$ cat config.mk
export PLATFORM = sky130hd
export DESIGN_NAME = de_stage_reg
export DESIGN_NICKNAME = d
export VERILOG_FILES = /design/src/rtl/core_pkg.sv /design/src/rtl/load_use_detect.sv /design/src/rtl/de_stage_reg.sv
export SDC_FILE = /design/constraint.sdc
export NUM_CORES = 1
export LEC_CHECK = 0
export ABC_AREA = 0
export BUFFER_PORTS_ARGS = -buffer_cell sky130_fd_sc_hd__buf_2
export CAP_MARGIN = 25
export CORE_MARGIN = 5
export CORE_UTILIZATION = 43
export CTS_BUF_LIST = sky130_fd_sc_hd__clkbuf_8
export DETAILED_ROUTE_END_ITERATION = 8
export GPL_TIMING_DRIVEN = 0
export PLACE_DENSITY = 0.78
export SYNTH_ARGS = -nofsm -noshare
export SYNTH_HDL_FRONTEND = slang
export SYNTH_HIERARCHICAL = 1
export SYNTH_SLANG_ARGS = --single-unit
$ cat constraint.sdc
create_clock -name clk -period 2.8 [get_ports clk]
set_input_delay 0.42 -clock clk [delete_from_list [all_inputs] [get_ports clk]]
set_output_delay 0.42 -clock clk [all_outputs]
set_load 0.005 [all_outputs]
$ cat src/rtl/core_pkg.sv
// rtl/core_pkg.sv - shared RV32I core encodings and the decode-to-execute control bundle
package core_pkg;

  // Load type encodings; LD_NONE marks a non-load instruction.
  localparam logic [2:0] LD_NONE = 3'b000;
  localparam logic [2:0] LB      = 3'b001;
  localparam logic [2:0] LW      = 3'b010;
  localparam logic [2:0] LH      = 3'b011;
  localparam logic [2:0] LBU     = 3'b100;
  localparam logic [2:0] LHU     = 3'b101;

  // Store type encodings; ST_NONE marks a non-store instruction.
  localparam logic [1:0] ST_NONE = 2'b00;
  localparam logic [1:0] SB      = 2'b01;
  localparam logic [1:0] SW      = 2'b10;
  localparam logic [1:0] SH      = 2'b11;

  // ALU operations.
  localparam logic [3:0] ALU_ADD  = 4'd0;
  localparam logic [3:0] ALU_SUB  = 4'd1;
  localparam logic [3:0] ALU_AND  = 4'd2;
  localparam logic [3:0] ALU_OR   = 4'd3;
  localparam logic [3:0] ALU_XOR  = 4'd4;
  localparam logic [3:0] ALU_SLL  = 4'd5;
  localparam logic [3:0] ALU_SRL  = 4'd6;
  localparam logic [3:0] ALU_SRA  = 4'd7;
  localparam logic [3:0] ALU_SLT  = 4'd8;
  localparam logic [3:0] ALU_SLTU = 4'd9;
  localparam logic [3:0] ALU_LUI  = 4'd10;

  // Control fields that must all be zero for a bubble.
  typedef struct packed {
    logic       reg_write;
    logic [2:0] mem_load;
    logic [1:0] mem_store;
    logic       branch;
    logic       jump;
    logic       valid;
  } de_ctrl_t;

  localparam de_ctrl_t BUBBLE = '0;

  function automatic logic is_load(input logic [2:0] ld_type);
    return ld_type != LD_NONE;
  endfunction

endpackage

$ cat src/rtl/load_use_detect.sv
// rtl/load_use_detect.sv - load-use hazard detection against loads in E and M
module load_use_detect
  import core_pkg::*;
(
  input  logic       validD_i,
  input  logic [4:0] rs1D_i,
  input  logic [4:0] rs2D_i,
  input  logic       use_rs1D_i,
  input  logic       use_rs2D_i,
  input  logic       validE_i,
  input  logic [2:0] mem_loadE_i,
  input  logic       reg_writeE_i,
  input  logic [4:0] rdE_i,
  input  logic [2:0] mem_loadM_i,
  input  logic       reg_writeM_i,
  input  logic [4:0] rdM_i,
  output logic       hazE_o,
  output logic       hazM_o,
  output logic       hazard_o
);

  logic srcE_match;
  logic srcM_match;

  // x0 is never a producer, and unused sources never match.
  assign srcE_match = (rdE_i != 5'd0) &&
                      ((use_rs1D_i && (rs1D_i == rdE_i)) || (use_rs2D_i && (rs2D_i == rdE_i)));
  assign srcM_match = (rdM_i != 5'd0) &&
                      ((use_rs1D_i && (rs1D_i == rdM_i)) || (use_rs2D_i && (rs2D_i == rdM_i)));

  // M carries no valid bit; a bubble in M is recognised by its zero load type.
  assign hazE_o   = validE_i && is_load(mem_loadE_i) && reg_writeE_i && srcE_match;
  assign hazM_o   = is_load(mem_loadM_i) && reg_writeM_i && srcM_match;
  assign hazard_o = validD_i && (hazE_o || hazM_o);

endmodule

$ cat src/rtl/de_stage_reg.sv
// rtl/de_stage_reg.sv - decode-to-execute pipeline register with load-use stall and bubble counter
module de_stage_reg
  import core_pkg::*;
#(
  parameter int XLEN   = 32,
  parameter int ALUC_W = 4,
  parameter int CNT_W  = 32
) (
  input  logic              clk,
  input  logic              rst,
  input  logic [4:0]        rs1D,
  input  logic [4:0]        rs2D,
  input  logic              use_rs1D,
  input  logic              use_rs2D,
  input  logic [XLEN-1:0]   reg_data1D,
  input  logic [XLEN-1:0]   reg_data2D,
  input  logic [XLEN-1:0]   immD,
  input  logic [XLEN-1:0]   pcD,
  input  logic [4:0]        rdD,
  input  logic [ALUC_W-1:0] alu_ctrlD,
  input  logic [2:0]        mem_loadD,
  input  logic [1:0]        mem_storeD,
  input  logic              reg_writeD,
  input  logic              branchD,
  input  logic              jumpD,
  input  logic              validD,
  input  logic [4:0]        rdM,
  input  logic [2:0]        mem_loadM,
  input  logic              reg_writeM,
  input  logic              flushE,
  input  logic              holdE,
  output logic [4:0]        rs1E,
  output logic [4:0]        rs2E,
  output logic [XLEN-1:0]   reg_data1E,
  output logic [XLEN-1:0]   reg_data2E,
  output logic [XLEN-1:0]   immE,
  output logic [XLEN-1:0]   pcE,
  output logic [4:0]        rdE,
  output logic [ALUC_W-1:0] alu_ctrlE,
  output logic [2:0]        mem_loadE,
  output logic [1:0]        mem_storeE,
  output logic              reg_writeE,
  output logic              branchE,
  output logic              jumpE,
  output logic              validE,
  output logic              stallD,
  output logic [CNT_W-1:0]  bubble_cnt
);

  de_ctrl_t          ctrl_q, ctrl_d, ctrl_in;
  logic [4:0]        rs1_q, rs1_d, rs2_q, rs2_d, rd_q, rd_d;
  logic [XLEN-1:0]   data1_q, data1_d, data2_q, data2_d, imm_q, imm_d, pc_q, pc_d;
  logic [ALUC_W-1:0] alu_q, alu_d;
  logic [CNT_W-1:0]  cnt_q, cnt_d;
  logic              hazE, hazM, hazard;
  logic              kill, advance;

  load_use_detect u_detect (
    .validD_i     (validD),
    .rs1D_i       (rs1D),
    .rs2D_i       (rs2D),
    .use_rs1D_i   (use_rs1D),
    .use_rs2D_i   (use_rs2D),
    .validE_i     (ctrl_q.valid),
    .mem_loadE_i  (ctrl_q.mem_load),
    .reg_writeE_i (ctrl_q.reg_write),
    .rdE_i        (rd_q),
    .mem_loadM_i  (mem_loadM),
    .reg_writeM_i (reg_writeM),
    .rdM_i        (rdM),
    .hazE_o       (hazE),
    .hazM_o       (hazM),
    .hazard_o     (hazard)
  );

  // Flush overrides everything; hold overrides a hazard.
  assign stallD  = (hazard || holdE) && !flushE;
  assign kill    = flushE || (!holdE && hazard);
  assign advance = !flushE && !holdE && !hazard;

  assign ctrl_in = '{reg_write: reg_writeD, mem_load: mem_loadD, mem_store: mem_storeD,
                     branch: branchD, jump: jumpD, valid: validD};

  // Next E contents: zero on flush or hazard bubble, keep on hold, else take D.
  always_comb begin
    ctrl_d  = ctrl_q;
    rs1_d   = rs1_q;
    rs2_d   = rs2_q;
    rd_d    = rd_q;
    data1_d = data1_q;
    data2_d = data2_q;
    imm_d   = imm_q;
    pc_d    = pc_q;
    alu_d   = alu_q;
    cnt_d   = cnt_q;
    if (kill) begin
      ctrl_d  = BUBBLE;
      rs1_d   = '0;
      rs2_d   = '0;
      rd_d    = '0;
      data1_d = '0;
      data2_d = '0;
      imm_d   = '0;
      pc_d    = '0;
      alu_d   = '0;
    end else if (advance) begin
      ctrl_d  = validD ? ctrl_in : BUBBLE;
      rs1_d   = rs1D;
      rs2_d   = rs2D;
      rd_d    = rdD;
      data1_d = reg_data1D;
      data2_d = reg_data2D;
      imm_d   = immD;
      pc_d    = pcD;
      alu_d   = alu_ctrlD;
    end
    if (!flushE && !holdE && hazard) begin
      cnt_d = cnt_q + CNT_W'(1);
    end
  end

  // E register and bubble counter; reset loads a bubble.
  always_ff @(posedge clk) begin
    if (rst) begin
      ctrl_q  <= BUBBLE;
      rs1_q   <= '0;
      rs2_q   <= '0;
      rd_q    <= '0;
      data1_q <= '0;
      data2_q <= '0;
      imm_q   <= '0;
      pc_q    <= '0;
      alu_q   <= '0;
      cnt_q   <= '0;
    end else begin
      ctrl_q  <= ctrl_d;
      rs1_q   <= rs1_d;
      rs2_q   <= rs2_d;
      rd_q    <= rd_d;
      data1_q <= data1_d;
      data2_q <= data2_d;
      imm_q   <= imm_d;
      pc_q    <= pc_d;
      alu_q   <= alu_d;
      cnt_q   <= cnt_d;
    end
  end

  assign rs1E       = rs1_q;
  assign rs2E       = rs2_q;
  assign reg_data1E = data1_q;
  assign reg_data2E = data2_q;
  assign immE       = imm_q;
  assign pcE        = pc_q;
  assign rdE        = rd_q;
  assign alu_ctrlE  = alu_q;
  assign mem_loadE  = ctrl_q.mem_load;
  assign mem_storeE = ctrl_q.mem_store;
  assign reg_writeE = ctrl_q.reg_write;
  assign branchE    = ctrl_q.branch;
  assign jumpE      = ctrl_q.jump;
  assign validE     = ctrl_q.valid;
  assign bubble_cnt = cnt_q;

endmodule

* After elaboration in Yosys (flattened, before gate mapping)
Index checks and enable logic that the tools add are counted.
Operators by class: add/subtract/negate cells 1, $mul 0, divide/modulo/power cells 0, magnitude comparators 0, equal/unequal tests 4, shifts and indexed selects 0, mux-type cells 1, bitwise gates (word level) 0, reductions and logical operators 30
Operators with widths (count):
- adder 32 x 1 -> 32 bit (second input constant) | 1
- == test 5 bit | 4
- logical AND 1 bit | 17
- nonzero test 5 bit | 2
- 2-to-1 mux 9 bit | 1
- nonzero test 3 bit | 2
- logical OR 1 bit | 5
- zero test 1 bit | 3
- OR reduction 2 bit | 1
Word-level totals: flip-flop bits (word level) 188, latch bits 0, RAM bits 0, bits in read-only memories 0, input port bits 171, output and inout port bits 189, logic and storage cells 51, memories kept 0

* Longest topological paths before layout
Gate-level depths: netlist (run 1).
word-level depth 10, gate-level depth with buffers 9, gate-level depth less buffers 8

* Modules after synthesis
Netlist (run 1), hierarchy kept.
By module, submodules not included:
- de_stage_reg | instances 1, cells each 874, area an instance 7079.3 µm², seq. area each 3763.6 µm²
- load_use_detect | instances 1, cells each 41, area an instance 306.5 µm², seq. area each 0.0 µm²

* Least setup slack after synthesis (run 1)
No wires, ideal clock.
kind input port to flip-flop, start input port rs1D[4], end register cnt_q[26] (netlist: bubble_cnt[26]), library setup time 123 ps, arrival time 2704 ps, required time 2677 ps, setup slack -27 ps, cell stages on the path 9, buffers on the path 1, cell sequence xor2_1 -> nor4_2 -> a32oi_1 -> o22ai_1 -> or3b_4 -> or2_4 -> buf_6 -> nor4_2 -> mux2_1
On the way: cells in the longest elaborated chain, start to end 8, elaborated cells on any way between the ends 13, those cells by class 2 x eq/ne; 11 x reduce/logical
RTL lines:
- start: declaration | RTL line de_stage_reg.sv:11 | input logic [4:0] rs1D,
- == test 5 bit (on tied branches) | RTL line load_use_detect.sv:27, load_use_detect.sv:29
- logical AND 1 bit (on tied branches) | RTL line load_use_detect.sv:27, load_use_detect.sv:29
- logical OR 1 bit (on tied branches) | RTL line load_use_detect.sv:27, load_use_detect.sv:29
- logical AND 1 bit (on tied branches) | RTL line load_use_detect.sv:26, load_use_detect.sv:28
- logical AND 1 bit (on tied branches) | RTL line load_use_detect.sv:32, load_use_detect.sv:33
- logical OR 1 bit (*) | RTL line load_use_detect.sv:34 | assign hazard_o = validD_i && (hazE_o || hazM_o);
- logical AND 1 bit (*) | RTL line load_use_detect.sv:34
- named net hazard | RTL line de_stage_reg.sv:55 | logic hazE, hazM, hazard;
- logical AND 1 bit (*) | RTL line de_stage_reg.sv:117 | if (!flushE && !holdE && hazard) begin
- end signal: assignment | RTL line de_stage_reg.sv:145 | cnt_q <= cnt_d;
- end: declaration | RTL line de_stage_reg.sv:54 | logic [CNT_W-1:0] cnt_q, cnt_d;
Mark *: on every way through the listed nets, which the timed path passes. The rest lies on a longest branch. A chain may end at the register's enable or synchronous reset.

* Worst setup path after layout (run 1)
start register rd_q[1] (netlist: rdE[1]), end register cnt_q[24] (netlist: bubble_cnt[24])
On the way: cells in the longest elaborated chain, start to end 8, elaborated cells on any way between the ends 11, those cells by class 2 x eq/ne; 9 x reduce/logical
RTL lines:
- start: declaration | RTL line de_stage_reg.sv:51 | logic [4:0] rs1_q, rs1_d, rs2_q, rs2_d, rd_q, rd_d;
- start signal: assignment | RTL line de_stage_reg.sv:139 | rd_q <= rd_d;
- == test 5 bit | RTL line load_use_detect.sv:27 | ((use_rs1D_i && (rs1D_i == rdE_i)) || (use_rs2D_i && (rs2D_i == rdE_i)));
- logical AND 1 bit | RTL line load_use_detect.sv:27
- logical OR 1 bit | RTL line load_use_detect.sv:27
- logical AND 1 bit (*) | RTL line load_use_detect.sv:26 | assign srcE_match = (rdE_i != 5'd0) &&
- logical AND 1 bit (*) | RTL line load_use_detect.sv:32 | assign hazE_o = validE_i && is_load(mem_loadE_i) && reg_writeE_i && srcE_match;
- logical OR 1 bit (*) | RTL line load_use_detect.sv:34
- logical AND 1 bit (*) | RTL line load_use_detect.sv:34
- named net hazard | RTL line de_stage_reg.sv:55
- logical AND 1 bit (*) | RTL line de_stage_reg.sv:117
Marks and branches as above.

==> impl_metrics.json, run 1 <==
{
  "worstSkewPairLatency_ps": 460,
  "synth_fp_nets": 1085,
  "drive_gt1_frac": 0.358,
  "crit_path_start_kind": "flip-flop",
  "netlist_area_um2": 7370,
  "cts_htree_levels": 4,
  "routed_wirelength_um": 25300,
  "fmax_mhz": 359,
  "portBuffers": 359,
  "netlist_instances": 913,
  "p_comb_frac": 0.095,
  "nets": 1471,
  "required_ps": 3140,
  "power_frac_seq": 0.542,
  "cp-end-kind": "flip-flop",
  "hold_viol": 0,
  "syn_area_per_cell_um2": 8.08,
  "final_cell_mix": "buf_2, nand2_1, dfxtp_1",
  "cts_sinks": 188,
  "fin_ws_ps": 15.1,
  "dpl.hpwl_um": 19500,
  "n_fill_cell": 1552,
  "io_pins": 360,
  "overflow": 0,
  "drt_iter0_drc": 345,
  "p_int_uw": 3730,
  "cts.clk_slew.worst_paths_ps": 110,
  "maxCapViolations": 0,
  "via_per_inst": 4.94,
  "grt_pass1_vias": 7233,
  "routabilityCongestion": 0.886,
  "syn_to_final_growth_pct": 36.9,
  "slew_viol_final": 0,
  "antenna_left": 0,
  "core_um2": 16700,
  "row_count": 47,
  "p_leak_uw": 0.00465,
  "die-area_um2": 19900,
  "setup_viol": 0,
  "worstSetupPathType": "flip-flop to flip-flop",
  "num_vias": 7573,
  "cts_hold_buf": 0,
  "final_common_cell": "buf_2",
  "clockPowerShare": 0.363,
  "dr.pass1.iters": 5,
  "p_switching_uw": 1330,
  "dp_worst_setup_slack_ps": -506,
  "status": "completed",
  "path_max_fanout": 5,
  "ys_warn_count": 6,
  "fin_skew_ps": 21.4,
  "grt_pass1_wl_um": 38500,
  "die_h_um": 141,
  "clk_path_buf_depth": 2,
  "min_period_ps": 2780,
  "post_drt_wl_per_cell_um": 16.5,
  "die_x_um": 141,
  "max_slew.worst_pin.slew_ps": 606,
  "numCtsBuffers": 17,
  "peakVddDrop_v": 0.000347,
  "p_sw_frac": 0.263,
  "post-route-period-util": 0.995,
  "power_density_nw_per_um2": 501,
  "cts_tree": "done",
  "rsz0062_at_grt": "yes",
  "drt_drc_violations_left": 0,
  "initial_utilization": 0.441,
  "hold_class": "input port to flip-flop",
  "cp.arrival_ps": 3120,
  "grt_antenna_before_repair": 0,
  "grt_usage": 0.243,
  "max_slew_margin": 0.596,
  "cts_root_buffer": "clkbuf_8",
  "grt_max_degree": 18,
  "n_antenna_cell": 0,
  "whs_ps": 185
}
## routing by layer
| layer | vias to the layer above | global-route usage | wire length, µm |
|---|---|---|---|
| met5 | - | 0 | 0 |
| met2 | 269 | 0.414 | 12500 |
| li1 | 3778 | - | - |
| met4 | 0 | 0.0913 | 751 |
| met3 | 50 | 0.0691 | 1880 |
| met1 | 3476 | 0.291 | 10200 |
## worst max-delay path, cell delays in order, from the launching register on
cell	delay [ps]
dfxtp_4	380
xor2_2	150
nor4_2	290
a32oi_1	160
o22ai_2	210
or3b_4	420
or2_4	290
buf_12	160
nor4_4	290
mux2_4	320
## cell type report
type	instances	area (µm²)	share of cell area
plain buffers	64	329	0.0326
well taps	220	275	0.0273
repair buffers	367	1870	0.186
flip-flops and latches	188	3780	0.374
clock inverters	15	166	0.0165
multi-input cells	655	3420	0.339
inverters	6	22.5	0.00223
clock buffers	17	234	0.0232
## repair_timing
item,4_1_cts,5_1_grt
endpoints found under the hold margin,0,0
cloned,0,1
pin swaps,6,7
resized for setup,20,61
setup buffers,6,1
endpoints found under the setup margin,163,148
## path summary, 6_finish.rpt
check,from,end,slack [ps],cells past startpoint
setup / recovery,rdE[1],bubble_cnt[24],20,9
hold / removal,reg_data2D[21],reg_data2E[21],190,3
setup reg to reg,rdE[1],bubble_cnt[24],20,9
hold reg to reg,alu_ctrlE[1],alu_ctrlE[1],460,2
## flip-flops by register name (all words and copies together), names as in the netlist, 3 cells and up
signal      cells
rs2E            5
bubble_cnt     32
pcE            32
reg_data1E     32
mem_loadE       3
rdE             5
reg_data2E     32
immE           32
alu_ctrlE       4
rs1E            5
## metrics by stage
step | instances | TNS [ps] | instance area (µm²) | utilization | total power [µW]
finish | 1532 | 0 | 10100 | 0.605 | 5060
detailed placement | 1492 | -50700 | 9450 | 0.566 | 3280
floorplan | 913 | 0 | 7380 | - | 3010
CTS | 1530 | 0 | 9970 | 0.597 | 5100
global route | 1532 | -298 | 10100 | 0.605 | 5280
global placement | 1492 | -46460 | 9450 | 0.566 | 3270
## power by group through the flow
stage	sequential (µW)	clock [µW]	combinational, µW
final	2740	1840	479
after global routing	2750	2000	533
after CTS	2740	1880	475
after detailed placement	2810	0	469
after global placement	2800	0	463
after floorplan	2810	0	201
Power figures use the tool's default switching activity.
==> run 2, diff against run 1 <==
--- a/config.mk
+++ b/config.mk
@@ -8,6 +8,7 @@
 export ABC_AREA = 0
 export BUFFER_PORTS_ARGS = -buffer_cell sky130_fd_sc_hd__buf_2
 export CAP_MARGIN = 25
+export CORE_ASPECT_RATIO = 0.9
 export CORE_MARGIN = 5
 export CORE_UTILIZATION = 43
 export CTS_BUF_LIST = sky130_fd_sc_hd__clkbuf_8
==> impl_metrics.json, run 2 (synthesis gave the netlist of run 1 again) <==
{
  "crit_path_start": "rdE[0]",
  "crit_path_start_kind": "flip-flop",
  "cts.clk_slew.worst_paths_ps": 110,
  "overflow": 0,
  "drive_gt1_frac": 0.345,
  "dp_worst_setup_slack_ps": -509,
  "syn_to_final_growth_pct": 37.3,
  "die_h_um": 134,
  "post_drt_wl_per_cell_um": 16.3,
  "via_per_inst": 5.01,
  "fmax_mhz": 361,
  "die_x_um": 148,
  "routabilityCongestion": 0.909,
  "grt_pass1_vias": 7155,
  "numCtsBuffers": 17,
  "dpl.hpwl_um": 19300,
  "grt_usage": 0.236,
  "whs_ps": 181,
  "setup_viol": 0,
  "drt_iter0_drc": 350,
  "hp-start": "reg_data2D[3]",
  "hold_class": "input port to flip-flop",
  "fin_ws_ps": 31.4,
  "regArea_um2": 3770,
  "grt_antenna_before_repair": 3,
  "max_slew.worst_pin.slew_ps": 568,
  "required_ps": 3160,
  "cts_hold_buf": 0,
  "grt_pass1_wl_um": 37500,
  "io_pins": 360,
  "routed_wirelength_um": 24800,
  "fin_skew_ps": 19.0,
  "reg2reg_from": "rdE[0]",
  "status": "completed",
  "dp_cells": 1483,
  "drt_drc_violations_left": 0,
  "maxCapViolations": 0,
  "nets": 1471,
  "rsz0062_at_grt": "yes",
  "power_density_nw_per_um2": 529,
  "max_slew_margin": 0.621,
  "final_common_cell": "buf_2",
  "worstSkewPairLatency_ps": 460,
  "initial_utilization": 0.438,
  "instances_no_fill": 1525,
  "final_cell_mix": "buf_2, nand2_1, dfxtp_1",
  "row_count": 45,
  "core_um2": 16800,
  "portBuffers": 359,
  "cts_htree_levels": 4,
  "cts_sinks": 188,
  "multiInputGateArea_um2": 3400,
  "peakVddDrop_v": 0.000373,
  "cp-end-kind": "flip-flop",
  "hold_viol": 0,
  "cts_tree": "done",
  "worstSetupPathType": "flip-flop to flip-flop",
  "grt_max_degree": 18,
  "slew_viol_final": 0,
  "clk_path_buf_depth": 2,
  "p_leak_uw": 0.00463,
  "cp.arrival_ps": 3130,
  "path_max_fanout": 8,
  "min_period_ps": 2770,
  "dr.pass1.iters": 6,
  "num_vias": 7639,
  "antenna_left": 0,
  "die-area_um2": 19900,
  "cts_root_buffer": "clkbuf_8",
  "fin_util": 0.601,
  "n_fill_cell": 1525,
  "post-route-period-util": 0.989
}
## run 2: cell count changes in the layout (fill, tap and decap cells not counted), moves of 4 or more
cell      delta
clkbuf_2    -16
clkbuf_1    +19
clkinv_4     +4
clkinv_2     -4
## run 2: path summary, 6_finish.rpt
kind	to	slack, ps	cells after the start
hold reg to reg	mem_storeE[1]	450	2
setup reg to reg	bubble_cnt[24]	30	9
setup / recovery	bubble_cnt[24]	30	9
hold / removal	reg_data2E[3]	180	3
## run 2: critical path, cell delays in order, from the launching register on
cell and delay, ps:
dfxtp_2 380, xor2_1 170, nor4_1 290, a32oi_1 120, o22ai_2 240, or3b_4 430
or2_4 270, buf_12 160, nor4_4 290, mux2_4 320
## run 2: repair_timing
action,4_1_cts,5_1_grt
endpoints found under the setup margin,118,82
pin swaps,7,6
gates resized for setup,21,21
setup buffers,6,2
## run 2: final cells by class
type / count / area share
Tap cell: 211 / 0.0261
Clock inverter: 14 / 0.0234
Antenna cell: 2 / 0.000494
Clock buffer: 18 / 0.0245
Multi-Input combinational cell: 655 / 0.336
Inverter: 6 / 0.00222
Buffer: 64 / 0.0303
Sequential cell: 188 / 0.373
Timing Repair Buffer: 367 / 0.185
## run 2: metal layers
| metal | up-vias | wire length (µm) | global-route usage |
|---|---|---|---|
| li1 | 3794 | - | - |
| met1 | 3501 | 10100 | 0.290 |
| met2 | 290 | 12100 | 0.395 |
| met3 | 50 | 1910 | 0.0716 |
| met4 | 4 | 664 | 0.0847 |
| met5 | - | 32 | 0 |
## run 2: where the power goes
group	leakage (µW)	total, µW	internal (µW)	switching (µW)
Combinational	0.00286	473	193	281
Sequential	0.00152	2740	2720	24.7
Clock	0.000245	2140	1110	1020
Total	0.00463	5350	4020	1330
## run 2: stage by stage
stage               power [µW]  area [µm²]  TNS [ps]
CTS                       5390       10100         0
detailed placement        3280        9440    -52550
global route              5560       10100      -341
floorplan                 3010        7380         0
finish                    5350       10100         0
global placement          3270        9440    -49250
==> run 3, diff against run 2 <==
--- a/config.mk
+++ b/config.mk
@@ -14,7 +14,7 @@
 export CTS_BUF_LIST = sky130_fd_sc_hd__clkbuf_8
 export DETAILED_ROUTE_END_ITERATION = 8
 export GPL_TIMING_DRIVEN = 0
-export PLACE_DENSITY = 0.78
+export PLACE_DENSITY = 0.9
 export SYNTH_ARGS = -nofsm -noshare
 export SYNTH_HDL_FRONTEND = slang
 export SYNTH_HIERARCHICAL = 1
==> impl_metrics.json, run 3 (synthesis gave the netlist of run 1 again) <==
{
  "cp-end-kind": "flip-flop",
  "p_sw_frac": 0.272,
  "grt_max_degree": 19,
  "fmax_mhz": 372,
  "setup_viol": 0,
  "die_h_um": 134,
  "post_drt_wl_per_cell_um": 16.6,
  "cts_sinks": 188,
  "busiest_layer": "met2",
  "final_common_cell": "buf_2",
  "overflow": 0,
  "rsz0062_at_grt": "yes",
  "cts_hold_buf": 0,
  "grt_usage": 0.238,
  "worstPathBufferInverterCount": 1,
  "fin_ws_ps": 110,
  "design_area_um2": 10000,
  "clockPowerShare": 0.363,
  "cts_root_buffer": "clkbuf_8",
  "post-route-period-util": 0.961,
  "worstSetupPathType": "flip-flop to flip-flop",
  "grt_pass1_wl_um": 38300,
  "routed_wirelength_um": 25200,
  "hold_depth": 3,
  "n_fill_cell": 1516,
  "dp_cells": 1483,
  "drt_drc_violations_left": 0,
  "portBuffers": 359,
  "slowest_stage": "or3b_4",
  "required_ps": 3140,
  "placed_cell_area_um2": 9440,
  "final_cell_mix": "buf_2, nand2_1, dfxtp_1",
  "initial_utilization": 0.438,
  "path_max_fanout": 10,
  "crit_chain": "xor2_1 > nor4_2 > a32oi_1 > o22ai_2 > or3b_4 > or2_4 > buf_8 > nor4_4 > mux2_4",
  "p_int_uw": 3680,
  "core_um2": 16800,
  "cts_tree": "done",
  "grt_use_met3": 0.0726,
  "instances_no_fill": 1522,
  "grt_antenna_before_repair": 3,
  "drt_iter0_drc": 373,
  "via_per_inst": 5.12,
  "max_stage_delay_ps": 410,
  "r2r_cells": 9,
  "syn_to_final_growth_pct": 36.2,
  "row_count": 45,
  "whs_ps": 184,
  "worstSkewPairLatency_ps": 460,
  "nets": 1468,
  "maxCapViolations": 0,
  "dpl.hpwl_um": 19200,
  "die-area_um2": 19900,
  "dr.pass1.iters": 5,
  "clk_path_buf_depth": 2,
  "use_met2": 0.412,
  "peakVddDrop_v": 0.000456,
  "min_period_ps": 2690,
  "io_pins": 360,
  "antenna_left": 0,
  "hold_viol": 0,
  "grt_pass1_vias": 7560,
  "numCtsBuffers": 17,
  "cp.arrival_ps": 3030,
  "die_x_um": 148,
  "cp_top_family": "simple AND/OR/NAND/NOR gates",
  "dp_worst_setup_slack_ps": -532,
  "power_frac_seq": 0.543,
  "max_slew_margin": 0.604,
  "num_vias": 7794,
  "drive_gt1_frac": 0.357,
  "p_switching_uw": 1380,
  "path_depth": 9,
  "fin_skew_ps": 18.9,
  "hold_class": "input port to flip-flop",
  "grt.met1_usage": 0.283,
  "cts_htree_levels": 4,
  "max_slew.worst_pin.slew_ps": 595,
  "routabilityCongestion": 0.861,
  "p_comb_frac": 0.095,
  "power_density_nw_per_um2": 504,
  "status": "completed",
  "p_leak_uw": 0.00460,
  "cts.clk_slew.worst_paths_ps": 120,
  "crit_path_start_kind": "flip-flop",
  "slew_viol_final": 0
}
==> run 3: cell types whose count changed in the layout (fill, tap and decap cells not counted), moves of 2 or more <==
cell       delta
clkbuf_2     +13
nor4_1        -3
nor4_2        +4
inv_8         +3
bufinv_16     -4
clkbuf_1     -14
clkinv_4      +2
buf_12        -2
==> run 3: power groups by stage <==
stage	clock network, µW	registers (µW)	logic (µW)
after CTS	1860	2750	473
after floorplan	0	2810	201
after global placement	0	2810	457
final	1830	2750	478
after detailed placement	0	2810	469
after global routing	1980	2750	533
==> run 3: stage by stage <==
step | setup TNS (ps) | util | power [µW]
after floorplan | 0 | - | 3010
after global placement | -51280 | 0.561 | 3260
after detailed placement | -58750 | 0.561 | 3280
after CTS | 0 | 0.588 | 5090
after global routing | -31.4 | 0.596 | 5260
final | 0 | 0.596 | 5060
==> run 3: cell type report <==
| class | instances | area (µm²) | area share |
|---|---|---|---|
| flip-flops and latches | 188 | 3770 | 0.376 |
| multi-input cells | 655 | 3420 | 0.341 |
| repair buffers | 364 | 1830 | 0.183 |
| plain buffers | 64 | 320 | 0.0319 |
| well taps | 211 | 264 | 0.0263 |
| clock buffers | 18 | 248 | 0.0247 |
| clock inverters | 14 | 151 | 0.0151 |
| inverters | 6 | 22.5 | 0.00224 |
| diodes | 2 | 5.00 | 0.000499 |
==> run 3: path summary, 6_finish.rpt <==
check,from,to,slack [ps]
hold reg to reg,pcE[2],pcE[2],450
setup reg to reg,rdE[1],bubble_cnt[24],110
hold / removal,pcD[20],pcE[20],180
setup / recovery,rdE[1],bubble_cnt[24],110
==> run 3: per-layer routing <==
layer | vias up | wire (µm) | part of all wire
li1 | 3780 | - | -
met5 | - | 13 | 0.00052
met1 | 3655 | 10000 | 0.40
met4 | 2 | 624 | 0.025
met3 | 45 | 2000 | 0.079
met2 | 312 | 12600 | 0.50
==> run 3: timing repair <==
action,4_1_cts,5_1_grt
endpoints found under the setup margin,156,161
setup buffers,4,1
resized for setup,14,60
pin swaps,2,8
==> run 3: worst reg2reg max path, stage by stage (launching register included) <==
cell and delay, ps:
dfxtp_4 380, xor2_1 170, nor4_2 280, a32oi_1 150, o22ai_2 140, or3b_4 410
or2_4 270, buf_8 170, nor4_4 280, mux2_4 330
